--- src/rtl/kernel_window_sequencer_pkg.sv ---
// Shared types and constants for the 3x3 kernel window sequencer.
package kernel_window_sequencer_pkg;

   // Job phases; IDLE is encoded as zero so a cleared state reads as idle.
   typedef enum logic [2:0] {
      IDLE  = 3'd0,
      FETCH = 3'd1,
      EXEC  = 3'd2,
      WRITE = 3'd3,
      DONE  = 3'd4
   } kws_state_t;

   // ALU function-type encodings presented on funtype.
   localparam logic [1:0] FUNTYPE_KERNEL = 2'b11;
   localparam logic [1:0] FUNTYPE_ARITH  = 2'b00;

   // Index of the bottom row of a 3-row window.
   localparam logic [1:0] LAST_ROW_IDX = 2'd2;

endpackage

--- src/rtl/kernel_window_sequencer_addr_gen.sv ---
// Window position counters (x, y, row) and the source/destination address
// arithmetic for the kernel window sequencer. All address math wraps modulo
// 2^AW; the multiplies use the image width latched at job start.
module window_addr_gen
   import kernel_window_sequencer_pkg::*;
#(
   parameter int AW = 16,
   parameter int DW = 16
) (
   input  logic          clk,
   input  logic          rst,
   input  logic          clear,
   input  logic          row_adv,
   input  logic          win_adv,
   input  logic [DW-1:0] img_w,
   input  logic [DW-1:0] img_h,
   input  logic [AW-1:0] src_base,
   input  logic [AW-1:0] dst_base,
   output logic [AW-1:0] src_addr,
   output logic [AW-1:0] dst_addr,
   output logic [1:0]    row,
   output logic          last_row,
   output logic          last_win
);

   localparam logic [DW-1:0] DW_TWO   = DW'(2);
   localparam logic [DW-1:0] DW_THREE = DW'(3);

   logic [DW-1:0] x;
   logic [DW-1:0] y;
   logic [1:0]    r;
   logic          x_last;
   logic          y_last;
   logic [AW-1:0] row_idx;
   logic [AW-1:0] w_aw;
   logic [AW-1:0] span_aw;

   // Rightmost / bottom-most window origin for the latched image size.
   assign x_last = (x == img_w - DW_THREE);
   assign y_last = (y == img_h - DW_THREE);

   assign row      = r;
   assign last_row = (r == LAST_ROW_IDX);
   assign last_win = x_last && y_last;

   // Source row (y+r), pixel x; destination image is (img_w-2) wide.
   assign row_idx  = AW'(y) + AW'(r);
   assign w_aw     = AW'(img_w);
   assign span_aw  = AW'(img_w - DW_TWO);
   assign src_addr = src_base + row_idx * w_aw + AW'(x);
   assign dst_addr = dst_base + AW'(y) * span_aw + AW'(x);

   // Row steps on each fetched row; window steps raster-order after a write.
   always_ff @(posedge clk or negedge rst) begin
      if (!rst) begin
         x <= '0;
         y <= '0;
         r <= '0;
      end else if (clear) begin
         x <= '0;
         y <= '0;
         r <= '0;
      end else if (row_adv) begin
         r <= r + 2'd1;
      end else if (win_adv) begin
         r <= '0;
         if (x_last) begin
            x <= '0;
            y <= y + DW'(1);
         end else begin
            x <= x + DW'(1);
         end
      end
   end

endmodule

--- src/rtl/kernel_window_sequencer.sv ---
// Walks an image as a 3x3 sliding window: for each window it reads three
// packed rows into the cache, runs the ALU kernel path for one cycle and
// writes the single result pixel to the destination image.
//
// Handshakes: mem_req/wr_req rise when a transfer is wanted and stay high,
// with address/data stable, until the matching ack is seen high on a rising
// edge; an ack while its req is low is ignored. mem_req may remain high
// across consecutive row reads, the address moving only after each ack.
module kernel_window_sequencer
   import kernel_window_sequencer_pkg::*;
#(
   parameter int bus = 4,
   parameter int AW  = 16,
   parameter int DW  = 16
) (
   input  logic             clk,
   input  logic             rst,
   input  logic             start,
   input  logic [1:0]       ksel_in,
   input  logic [DW-1:0]    img_w,
   input  logic [DW-1:0]    img_h,
   input  logic [AW-1:0]    src_base,
   input  logic [AW-1:0]    dst_base,
   output logic             mem_req,
   output logic [AW-1:0]    mem_addr,
   input  logic             mem_ack,
   input  logic [23:0]      mem_rdata,
   output logic [2:0][23:0] cache,
   output logic [1:0]       kernelsel,
   output logic [1:0]       funtype,
   output logic [1:0]       funcode,
   input  logic [bus-1:0]   alu_result,
   output logic             wr_req,
   output logic [AW-1:0]    wr_addr,
   output logic [bus-1:0]   wr_data,
   input  logic             wr_ack,
   output logic             busy,
   output logic             done,
   output logic [DW-1:0]    win_count,
   output logic [2:0]       state_dbg
);

   localparam logic [DW-1:0] DW_THREE = DW'(3);

   kws_state_t    state;
   logic [1:0]    ksel_q;
   logic [DW-1:0] w_q;
   logic [DW-1:0] h_q;
   logic [AW-1:0] src_q;
   logic [AW-1:0] dst_q;

   logic          clear;
   logic          row_adv;
   logic          win_adv;
   logic          fetch_ack;
   logic          write_ack;
   logic [1:0]    row;
   logic          last_row;
   logic          last_win;
   logic [AW-1:0] src_addr;
   logic [AW-1:0] dst_addr;

   assign fetch_ack = (state == FETCH) && mem_req && mem_ack;
   assign write_ack = (state == WRITE) && wr_req && wr_ack;
   assign clear     = (state == IDLE) && start;
   assign row_adv   = fetch_ack && !last_row;
   assign win_adv   = write_ack;

   assign mem_addr  = src_addr;
   assign wr_addr   = dst_addr;
   assign kernelsel = ksel_q;
   assign funcode   = FUNTYPE_ARITH;
   assign state_dbg = state;

   window_addr_gen #(
      .AW (AW),
      .DW (DW)
   ) u_addr_gen (
      .clk      (clk),
      .rst      (rst),
      .clear    (clear),
      .row_adv  (row_adv),
      .win_adv  (win_adv),
      .img_w    (w_q),
      .img_h    (h_q),
      .src_base (src_q),
      .dst_base (dst_q),
      .src_addr (src_addr),
      .dst_addr (dst_addr),
      .row      (row),
      .last_row (last_row),
      .last_win (last_win)
   );

   // Job FSM with registered handshake, ALU control and status outputs.
   always_ff @(posedge clk or negedge rst) begin
      if (!rst) begin
         state     <= IDLE;
         ksel_q    <= '0;
         w_q       <= '0;
         h_q       <= '0;
         src_q     <= '0;
         dst_q     <= '0;
         cache     <= '0;
         mem_req   <= 1'b0;
         wr_req    <= 1'b0;
         wr_data   <= '0;
         funtype   <= FUNTYPE_ARITH;
         busy      <= 1'b0;
         done      <= 1'b0;
         win_count <= '0;
      end else begin
         done <= 1'b0;
         case (state)
            IDLE: begin
               if (start) begin
                  ksel_q    <= ksel_in;
                  w_q       <= img_w;
                  h_q       <= img_h;
                  src_q     <= src_base;
                  dst_q     <= dst_base;
                  win_count <= '0;
                  // An image smaller than the kernel has no windows at all.
                  if (img_w < DW_THREE || img_h < DW_THREE) begin
                     state <= DONE;
                  end else begin
                     state   <= FETCH;
                     mem_req <= 1'b1;
                     busy    <= 1'b1;
                  end
               end
            end
            FETCH: begin
               if (fetch_ack) begin
                  case (row)
                     2'd0:    cache[0] <= mem_rdata;
                     2'd1:    cache[1] <= mem_rdata;
                     default: cache[2] <= mem_rdata;
                  endcase
                  if (last_row) begin
                     mem_req <= 1'b0;
                     funtype <= FUNTYPE_KERNEL;
                     state   <= EXEC;
                  end
               end
            end
            EXEC: begin
               wr_data <= alu_result;
               funtype <= FUNTYPE_ARITH;
               wr_req  <= 1'b1;
               state   <= WRITE;
            end
            WRITE: begin
               if (write_ack) begin
                  wr_req    <= 1'b0;
                  win_count <= win_count + DW'(1);
                  if (last_win) begin
                     busy  <= 1'b0;
                     state <= DONE;
                  end else begin
                     mem_req <= 1'b1;
                     state   <= FETCH;
                  end
               end
            end
            DONE: begin
               done  <= 1'b1;
               state <= IDLE;
            end
            default: state <= IDLE;
         endcase
      end
   end

endmodule

--- config.mk ---
export PLATFORM = sky130hd
export DESIGN_NAME = kernel_window_sequencer
export DESIGN_NICKNAME = d
export VERILOG_FILES = /design/src/rtl/kernel_window_sequencer_pkg.sv /design/src/rtl/kernel_window_sequencer_addr_gen.sv /design/src/rtl/kernel_window_sequencer.sv
export SDC_FILE = /design/constraint.sdc
export NUM_CORES = 1
export LEC_CHECK = 0
export CAP_MARGIN = 20
export CORE_ASPECT_RATIO = 1.25
export CORE_MARGIN = 2
export CORE_UTILIZATION = 52
export DETAILED_ROUTE_END_ITERATION = 10
export GPL_ROUTABILITY_DRIVEN = 0
export PLACE_DENSITY = 0.8
export SYNTH_ARGS = -nofsm -noshare
export SYNTH_HDL_FRONTEND = slang
export SYNTH_SLANG_ARGS = --single-unit
--- constraint.sdc ---
create_clock -name clk -period 8.3 [get_ports clk]
set_input_delay 2.075 -clock clk [delete_from_list [all_inputs] [get_ports clk]]
set_output_delay 2.075 -clock clk [all_outputs]
set_load 0.01 [all_outputs]
==> results of run 1 <==
-- placed cells by master, fill, tap and decap left out, types with 8 or more instances in the layout --
cell,instances
nand2_1,312
inv_1,306
clkdlybuf4s50_1,215
fa_1,202
dfrtp_1,197
buf_4,193
xnor2_1,117
ha_1,95
nor2_1,91
and2_1,88
mux2_2,78
o21ai_0,48
xor2_1,46
nor2b_1,44
inv_2,27
nand3_1,26
nand4_1,23
nor3_1,22
buf_6,20
a21oi_1,19
nand2b_1,17
clkbuf_16,17
fa_2,15
nor4_1,14
ha_4,14
buf_2,12
and2_4,10
or3_1,10
nand2_2,9
xnor2_2,8
and3_1,8
-- power by group through the flow --
stage	Clock, mW	Combinational [mW]	Sequential (mW)
2_1_floorplan	0	4.13	1.68
3_3_place_gp	0	7.18	1.68
3_5_place_dp	0	7.43	1.70
4_1_cts	0.935	7.74	1.69
5_1_grt	0.976	8.94	1.76
6_report	0.931	8.14	1.71
-- state kept, by name, indices dropped and copies added, names as in the netlist, 2 cells and up --
register,flops
u_addr_gen.x,16
w_q,16
wr_data,4
state_dbg,3
win_count,16
cache,72
dst_q,16
h_q,16
kernelsel,2
u_addr_gen.y,16
u_addr_gen.row,2
src_q,16
-- worst min-delay path, stage by stage (launching register included) --
cell	delay, ns
dfrtp_1	0.36
nand2_1	0.05
nand2_1	0.06
-- through the flow --
stage               TNS [ns]  cell area (um2)  power, mW  instances  setup WS, ns
finish                -3.084            25010      10.78       2962       -0.7195
global route          -5.108            25010      11.68       2962       -0.9379
CTS                   -1.410            24550      10.37       2945       -0.4291
detailed placement    -3.375            23130      9.130       2875       -0.5756
global placement      -2.178            23130      8.859       2875       -0.4371
floorplan                  0            19400      5.816       2099       0.02021
-- final cells by class --
type                       count  area (um2)  share of cell area [%]
multi-input combinational   1461       13500                   54.00
sequential                   200        5009                   20.03
timing repair buffer         449        3988                   15.95
inverter                     334        1254                   5.013
tap                          486       608.1                   2.432
clock buffer                  17       425.4                   1.701
clock inverter                15       220.2                  0.8806
-- logic make-up (layout without fill, tap and decap cells) --
logic type	after synthesis	in the layout
AND/OR/NAND/NOR	731	731
buffers and inverters	438	815
adder cells (fa/ha/maj)	331	331
flip-flops	200	200
XOR/XNOR	186	186
AO/OA/AOI/OAI	132	132
multiplexers	79	79
other	1	2
-- layer usage --
metal,track usage [%],vias to the layer above,wire (um)
li1,-,7225,-
met1,33.21,8101,20130
met2,51.25,906,28870
met3,8.885,295,6068
met4,19.45,4,3992
met5,0,-,23
-- worst max-delay path by stage --
stage,start,to,slack (ns),depth (start not counted)
floorplan,w_q[1],wr_addr[15],0.02,24
global placement,u_addr_gen.row[0],mem_addr[15],-0.44,23
detailed placement,u_addr_gen.y[0],mem_addr[15],-0.58,23
CTS,w_q[2],wr_addr[15],-0.43,24
global route,u_addr_gen.row[0],mem_addr[15],-0.94,24
finish,u_addr_gen.row[0],mem_addr[15],-0.72,24
-- what timing repair did --
item,CTS,global route
setup endpoints to repair,17,18
gates resized for setup,162,98
buffers inserted,41,21
endpoints found under the hold margin,0,0
pin swaps,83,97
==> impl_metrics.toml, run 1 <==
[timing]
finalHoldViolCount = 0
fin_hold_ws_ns = 0.4928
setup_slack_ns = -0.7195
finalCritPeriodShare_pct = 108.7
slew_violations = 0
setup_viol = 10
rsz0062_at_grt = "true"
fmax_mhz = 110.9
fin_skew_ns = 0.01563
tightest_slew_ns = 0.9765
period_minus_slack_ns = 9.019
timing.slew.headroom_pct = 34.90

[layout]
nNetsFinal = 2893
fill_cells = 2651
post-route-util_pct = 67.64
drive_above_1_share_pct = 20.23
syn2layout_area_growth_pct = 29.26
antenna_cells = 0

[critical_path]
r2r_cells = 17
cp_data_required_time_ns = 6.23
cp-start-kind = "flip-flop"
path_class = "flip-flop to primary output"
worst-path-max-fanout = 4
crit_path_end_kind = "primary output"
cp_num_buf_inv = 4
slowest_stage = "fa_1"
slowest_delay_ns = 0.65
crit_family = "adder cells"
path_cells = "ha_2 -> inv_2 -> fa_2 -> nor2_4 -> nand2_2 -> xor2_2 -> buf_4 -> nor2b_2 -> fa_1 -> inv_1 -> fa_1 -> fa_1 -> fa_1 -> fa_1 -> fa_2 -> xor2_2 -> xnor2_1 -> xnor2_1 -> xnor2_1 -> xnor2_1 -> xnor2_1 -> xnor2_1 -> xnor3_1 -> buf_2"
crit_path_frequent_cell = "xnor2_1"
rrSetupSlack_ns = 3.62
crit_arrival_ns = 6.94
rr_endpoint = "u_addr_gen.y[14]"
r2r_start = "w_q[2]"

[route]
via_count = 16530
drtAntennaViolNets = 0
drt_iter0_drc = 1350
drt-total-wl_um = 59090
via_per_inst = 5.581
remaining_drc_errors = 0
firstDrtPassIters = 5
wl_per_cell_um = 19.95

[yosys]
yosysTopAreaCellShare_pct = 25.87
synth_ff_type = "dfrtp_1"
synth_cell_types = 66
synthArstFlopShare_pct = 100.0
synth_top_family_by_area = "adder cells"
syn_inst = 2098
synth_simple_gate_area_share_pct = 18.24
syn_avg_cell_area_um2 = 9.221
yosysMostFrequentCell = "inv_1"
synth.area.top_cells = "dfrtp_1, fa_1, ha_1, inv_1, nand2_1"
yosysSeqAreaShare_pct = 25.87
synth_compound_area_share_pct = 4.307
ys_ff_latch = 200
netlist_area_um2 = 19350
yosysTopAreaCell = "dfrtp_1"
synthMuxAreaShare_pct = 4.592
yosys-top-cells-count = "inv_1, nand2_1, fa_1"
synth_edf_count = 0
synth_fa_ha_area_share_pct = 29.83
yosys.area_share.xor_xnor_pct = 8.492
synth-warning-count = 0

[clock_network]
htree_levels = 4
cts_tree = "built"
root_buffer = "clkbuf_16"
cts_sinks = 200
cts_hold_buf = 0
clock_latency_ns = 0.47
clockBufferDepth = 2
clkSlewWorstSetupHoldPaths_ns = 0.09
numCtsBuffers = 17

[floorplan]
pin_count = 236
die_w_um = 176.5
die_y_um = 219.7
row_count = 79
core_area_um2 = 36970
die_area_um2 = 38770
start_util_pct = 52.33

[pwr]
p_clk_share_pct = 8.6
pwr-share-seq_pct = 15.9
swShare_pct = 45.18
peakVddDrop_v = 0.0002579
p_per_area_nw_per_um2 = 431.1
p_switching_mw = 4.870
p_int_mw = 5.910
p_leak_nw = 11.74
comb_power_share_pct = 75.5

[worst_hold_path]
hold_path_depth = 2
whs_endpoint = "kernelsel[0]"
worstHoldPathType = "flip-flop to flip-flop"
hold_start = "kernelsel[0]"

[global_routing]
grt_pass1_vias = 17870
gr-usage-all-layers_pct = 30.29
grt_pass1_wl_um = 90950
antenna_found_initial = 2
grt.overflow.total = 0
grt_max_degree = 73

[placement]
numPortBuffers = 233
dp_hpwl_um = 41000

[flow_run]
max_cap_violations = 0

[run_status]
status = "finished with violations"
violations = "setup timing"
(Power assumes the default switching activity.)
==> run 2, diff against run 1 <==
- CORE_MARGIN: 2 -> default
==> run 2 against run 1 <==
Worst hold slack improved by 0.0097 ns; core utilization fell by 0.16 points; wire length fell by 8.5%; sequential share of layout area rose by 0.31 points; critical endpoint unchanged; the run still ends with setup timing left; total power fell by 2.6%; clock skew barely moved; clock power fell by 4.7%.
==> impl_metrics.toml, run 2 (synthesis results as in run 1) <==
[pwr]
p_int_mw = 5.807
p_switching_mw = 4.689
p_per_area_nw_per_um2 = 426.1
peakVddDrop_v = 0.0003183
comb_power_share_pct = 75.3
p_leak_nw = 11.50
swShare_pct = 44.67
p_clk_share_pct = 8.4
pwr-share-seq_pct = 16.2

[clock_network]
htree_levels = 4
clock_latency_ns = 0.46
cts_tree = "built"
root_buffer = "clkbuf_16"
cts_hold_buf = 0
clockBufferDepth = 2
cts_sinks = 200
clkSlewWorstSetupHoldPaths_ns = 0.08
numCtsBuffers = 17

[route]
via_per_inst = 5.469
via_count = 16020
drt_iter0_drc = 1070
remaining_drc_errors = 0
firstDrtPassIters = 7
drt-total-wl_um = 54070
drtAntennaViolNets = 0
wl_per_cell_um = 18.46

[floorplan]
pin_count = 236
die_w_um = 174.5
row_count = 78
start_util_pct = 53.00
die_area_um2 = 37980
core_area_um2 = 36500
die_y_um = 217.7

[critical_path]
cp_data_required_time_ns = 6.23
worstSetupStartpoint = "u_addr_gen.row[0]"
slowest_stage = "fa_1"
r2r_start = "w_q[0]"
crit_path_end_kind = "primary output"
worst-path-max-fanout = 4
r2r_cells = 12
path_class = "flip-flop to primary output"
crit_path_frequent_cell = "xnor2_1"
crit_arrival_ns = 6.76
path_cells = "ha_2 -> inv_2 -> fa_2 -> nor2_4 -> buf_6 -> xor2_4 -> nand2_1 -> fa_1 -> inv_1 -> fa_1 -> inv_1 -> fa_1 -> fa_1 -> fa_1 -> fa_2 -> xor2_1 -> xnor2_1 -> xnor2_1 -> xnor2_1 -> xnor2_1 -> xnor2_1 -> xnor2_1 -> xnor3_1 -> buf_2"
slowest_delay_ns = 0.63
cp-start-kind = "flip-flop"

[layout]
drive_above_1_share_pct = 18.42
layout_common_cells = "inv_1, nand2_1, clkdlybuf4s50_1"
post-route-util_pct = 67.49
nNetsFinal = 2866
largest_reg_flops = 72
antenna_cells = 0
syn2layout_area_growth_pct = 27.33
final_common_cell = "inv_1"
final_cells = 2929
regMostFlops = "cache"
finalInstanceArea_um2 = 24630

[timing]
tightest_slew_ns = 1.051
slew_violations = 0
finalHoldViolCount = 0
setup_tns_ns = -2.004
setup_slack_ns = -0.5369
timing.slew.headroom_pct = 29.90
fmax_mhz = 113.2
setup_viol = 6
rsz0062_at_grt = "true"
finalCritPeriodShare_pct = 106.5
period_minus_slack_ns = 8.837
fin_skew_ns = 0.01561

[placement]
numPortBuffers = 233
post-place-ws_ns = -0.6103
placed_area_um2 = 23080
dp_hpwl_um = 40460
place_inst = 2864

[global_routing]
grt_max_degree = 126
grt_pass1_wl_um = 87540
gr-usage-all-layers_pct = 29.41
grt_pass1_vias = 17490
grt.overflow.total = 0
antenna_found_initial = 0

[run_status]
status = "finished with violations"
violations = "setup timing"

[worst_hold_path]
worstHoldPathType = "flip-flop to flip-flop"
hold_start = "dst_q[15]"
hold_path_depth = 2

[flow_run]
max_cap_violations = 0
run 2: area by class of cell:
| class | instances | area (um2) |
|---|---|---|
| fill | 2720 | 11870 |
| inverter | 334 | 1254 |
| sequential | 200 | 5010 |
| clock inverter | 15 | 186.4 |
| timing repair buffer | 422 | 3779 |
| clock buffer | 17 | 425.4 |
| tap | 480 | 600.6 |
| multi-input combinational | 1461 | 13380 |
run 2: layer usage:
metal,track usage (%),routed length [um],up-vias,share of wire (%)
met2,50.36,26820,740,50
li1,-,-,7159,-
met1,33.93,19430,7905,36
met3,6.607,4735,214,8.8
met4,16.81,3085,0,5.7
met5,0,0,-,0
run 2: critical path: cells and delay by family (launching register included):
family                     cells  cell delay, ns
xor gates and xnor gates       9            1.62
adders and majority gates      8            3.60
buffers and inverters          5            0.44
DFF                            1            0.36
and+or+nand+nor                2            0.28
run 2: per-stage QoR:
step	power, mW	hold slack, ns
final	10.50	0.5025
after global routing	11.40	0.5158
after CTS	10.25	0.5077
after detailed placement	9.035	0.4874
after global placement	8.768	0.4618
after floorplan	5.816	0.4617
run 2: power groups by stage:
stage	registers (mW)	clock network, mW	logic, mW
floorplan	1.68	0	4.13
global placement	1.67	0	7.10
detailed placement	1.70	0	7.34
CTS	1.70	0.900	7.66
global route	1.76	0.932	8.71
finish	1.71	0.887	7.90
run 2: what timing repair did:
action,in CTS,in global routing
setup endpoints to repair,15,17
buffers inserted,23,10
resized for setup,141,70
pin swaps,89,68
run 2: path summary, 6_finish.rpt:
path,end,slack [ns]
worst min register to register,dst_q[15],0.50
max in group asynchronous,src_q[12],5.11
worst max-delay path,mem_addr[15],-0.54
worst min-delay path,dst_q[15],0.50
min in group asynchronous,win_count[7],1.45
worst max register to register,u_addr_gen.y[14],3.80
==> variant (flow settings as in run 1) <==
Make the reset (`rst`) synchronous in 2 clocked blocks.
--- a/src/rtl/kernel_window_sequencer_addr_gen.sv
+++ b/src/rtl/kernel_window_sequencer_addr_gen.sv
@@ -51,7 +51,7 @@
    assign dst_addr = dst_base + AW'(y) * span_aw + AW'(x);
 
    // Row steps on each fetched row; window steps raster-order after a write.
-   always_ff @(posedge clk or negedge rst) begin
+   always_ff @(posedge clk) begin
       if (!rst) begin
          x <= '0;
          y <= '0;
--- a/src/rtl/kernel_window_sequencer.sv
+++ b/src/rtl/kernel_window_sequencer.sv
@@ -93,7 +93,7 @@
    );
 
    // Job FSM with registered handshake, ALU control and status outputs.
-   always_ff @(posedge clk or negedge rst) begin
+   always_ff @(posedge clk) begin
       if (!rst) begin
          state     <= IDLE;
          ksel_q    <= '0;
Behaviour: differs if rst is asserted again (counterexample within 4 cycles, from zero or initial values and one cycle with rst low); with rst held inactive, the same outputs for 4 cycles.
==> variant against run 1 <==
The flow still finishes with violations (negative setup slack); worst setup slack better by 0.14 ns; register-to-register slack better by 0.28 ns; critical path depth down 1; sequential cell count unchanged; wire length up 0.86%; final area down 4.0%; area after synthesis down 2.9%; highest routed layer is now met4.
Power is left out: it rests on default switching activity, and per cell area and clock period it moved more than threefold.
==> variant: results (changes against run 1) <==
Outcome
  • Status: complete, but fails checks
  • Failing checks: negative setup slack

Detailed routing
  • Via count: 17.4k (+5.0%)
  • Starting DRT DRC Count: 1354 (+0.30%)
  • Drt first pass iters: 8 (+3)
  • Avg WL per Cell: 19.3 µm (-3.4%)

Setup path
  • Critical Path AT: 6.80 ns (-0.14 ns)
  • CP max stage cell: or4_4

Placement
  • Placed instance count: 3032 (+5.5%)
  • Worst slack, placed: -0.755 ns (-0.180 ns)
  • Dpl cell area: 22500 µm² (-2.7%)
  • DP HPWL: 43900 µm (+7.0%)

Synth
  • Most frequent cells after synthesis: nand2_1, inv_1, fa_1
  • Multiplexer area fraction after synthesis: 0.440% (-4.2 points)
  • Synth Flop Type: dfxtp_1
  • Cell count after synthesis: 2288 (+9.1%)
  • Synth Area in Adders: 30.7% (+0.89 points)
  • Ranking of synthesized cells by area: fa_1, dfxtp_1, nand2_1, ha_1, inv_1
  • Post-Synth XOR/XNOR Area: 8.73% (+0.24 points)
  • Netlist cell types: 71 (+7.6%)
  • Fraction of registers with async set/reset: 0% (-100 points)

Finish
  • Layout clock area frac: 2.50% (-0.080 points)
  • Buffering overhead: 15.8% (-0.19 points)
  • Area grow syn2layout: 27.8%
  • Inverter count: 343 (+2.7%)
  • Seq/total area: 16.7% (-3.3 points)
  • Buffers excl. clock: 424 (-5.6%)
  • Fraction of area in multi-input gates: 57.1% (+3.1 points)
  • Clock buffers: 18 (+1)
  • Filler cell count: 2718 (+2.5%)

STA
  • Rel. slew slack: 29.1% (-5.8 points)
  • Setup TNS: -1.59 ns (+1.50 ns)
  • Endpoints failing setup: 8 (-2)
  • Setup WS post-layout: -0.576 ns (+0.144 ns)
  • Layout Skew: 0.0183 ns (+0.00271 ns)

Clock network
  • Setup bufs post-CTS: 22 (-46%)
  • Post-CTS Resized: 152 (-6.2%)

GRT
  • Initial antenna violation count: 0 (-2)
  • Largest net degree at the start of global routing: 80 (+9.6%)
variant: cell count changes in the layout (fill, tap and decap cells not counted), moves of 18 or more:
cell,before,now
buf_4,193,172
mux2_2,78,0
dfxtp_1,0,193
nand2_1,312,428
xnor2_1,117,99
o21ai_0,48,18
dfrtp_1,197,0
a21oi_1,19,175
variant: path summary, 6_finish.rpt:
path | from | endpoint | slack [ns] | cells after the start
hold reg to reg | cache[52]$_SDFFE_PN0P_ | cache[52]$_SDFFE_PN0P_ | 0.46 | 2
hold / removal | cache[52]$_SDFFE_PN0P_ | cache[52]$_SDFFE_PN0P_ | 0.46 | 2
setup / recovery | w_q[1]$_SDFFE_PN0P_ | wr_addr[15] | -0.58 | 23
setup reg to reg | w_q[0]$_SDFFE_PN0P_ | u_addr_gen.y[11]$_SDFFE_PP0P_ | 3.90 | 10
variant: metal layers:
metal / wire length [µm] / GRT usage, %
met5: 0 / 0
met4: 4390 / 20.2
met3: 6340 / 9.86
met2: 28800 / 54.6
met1: 20100 / 33.3
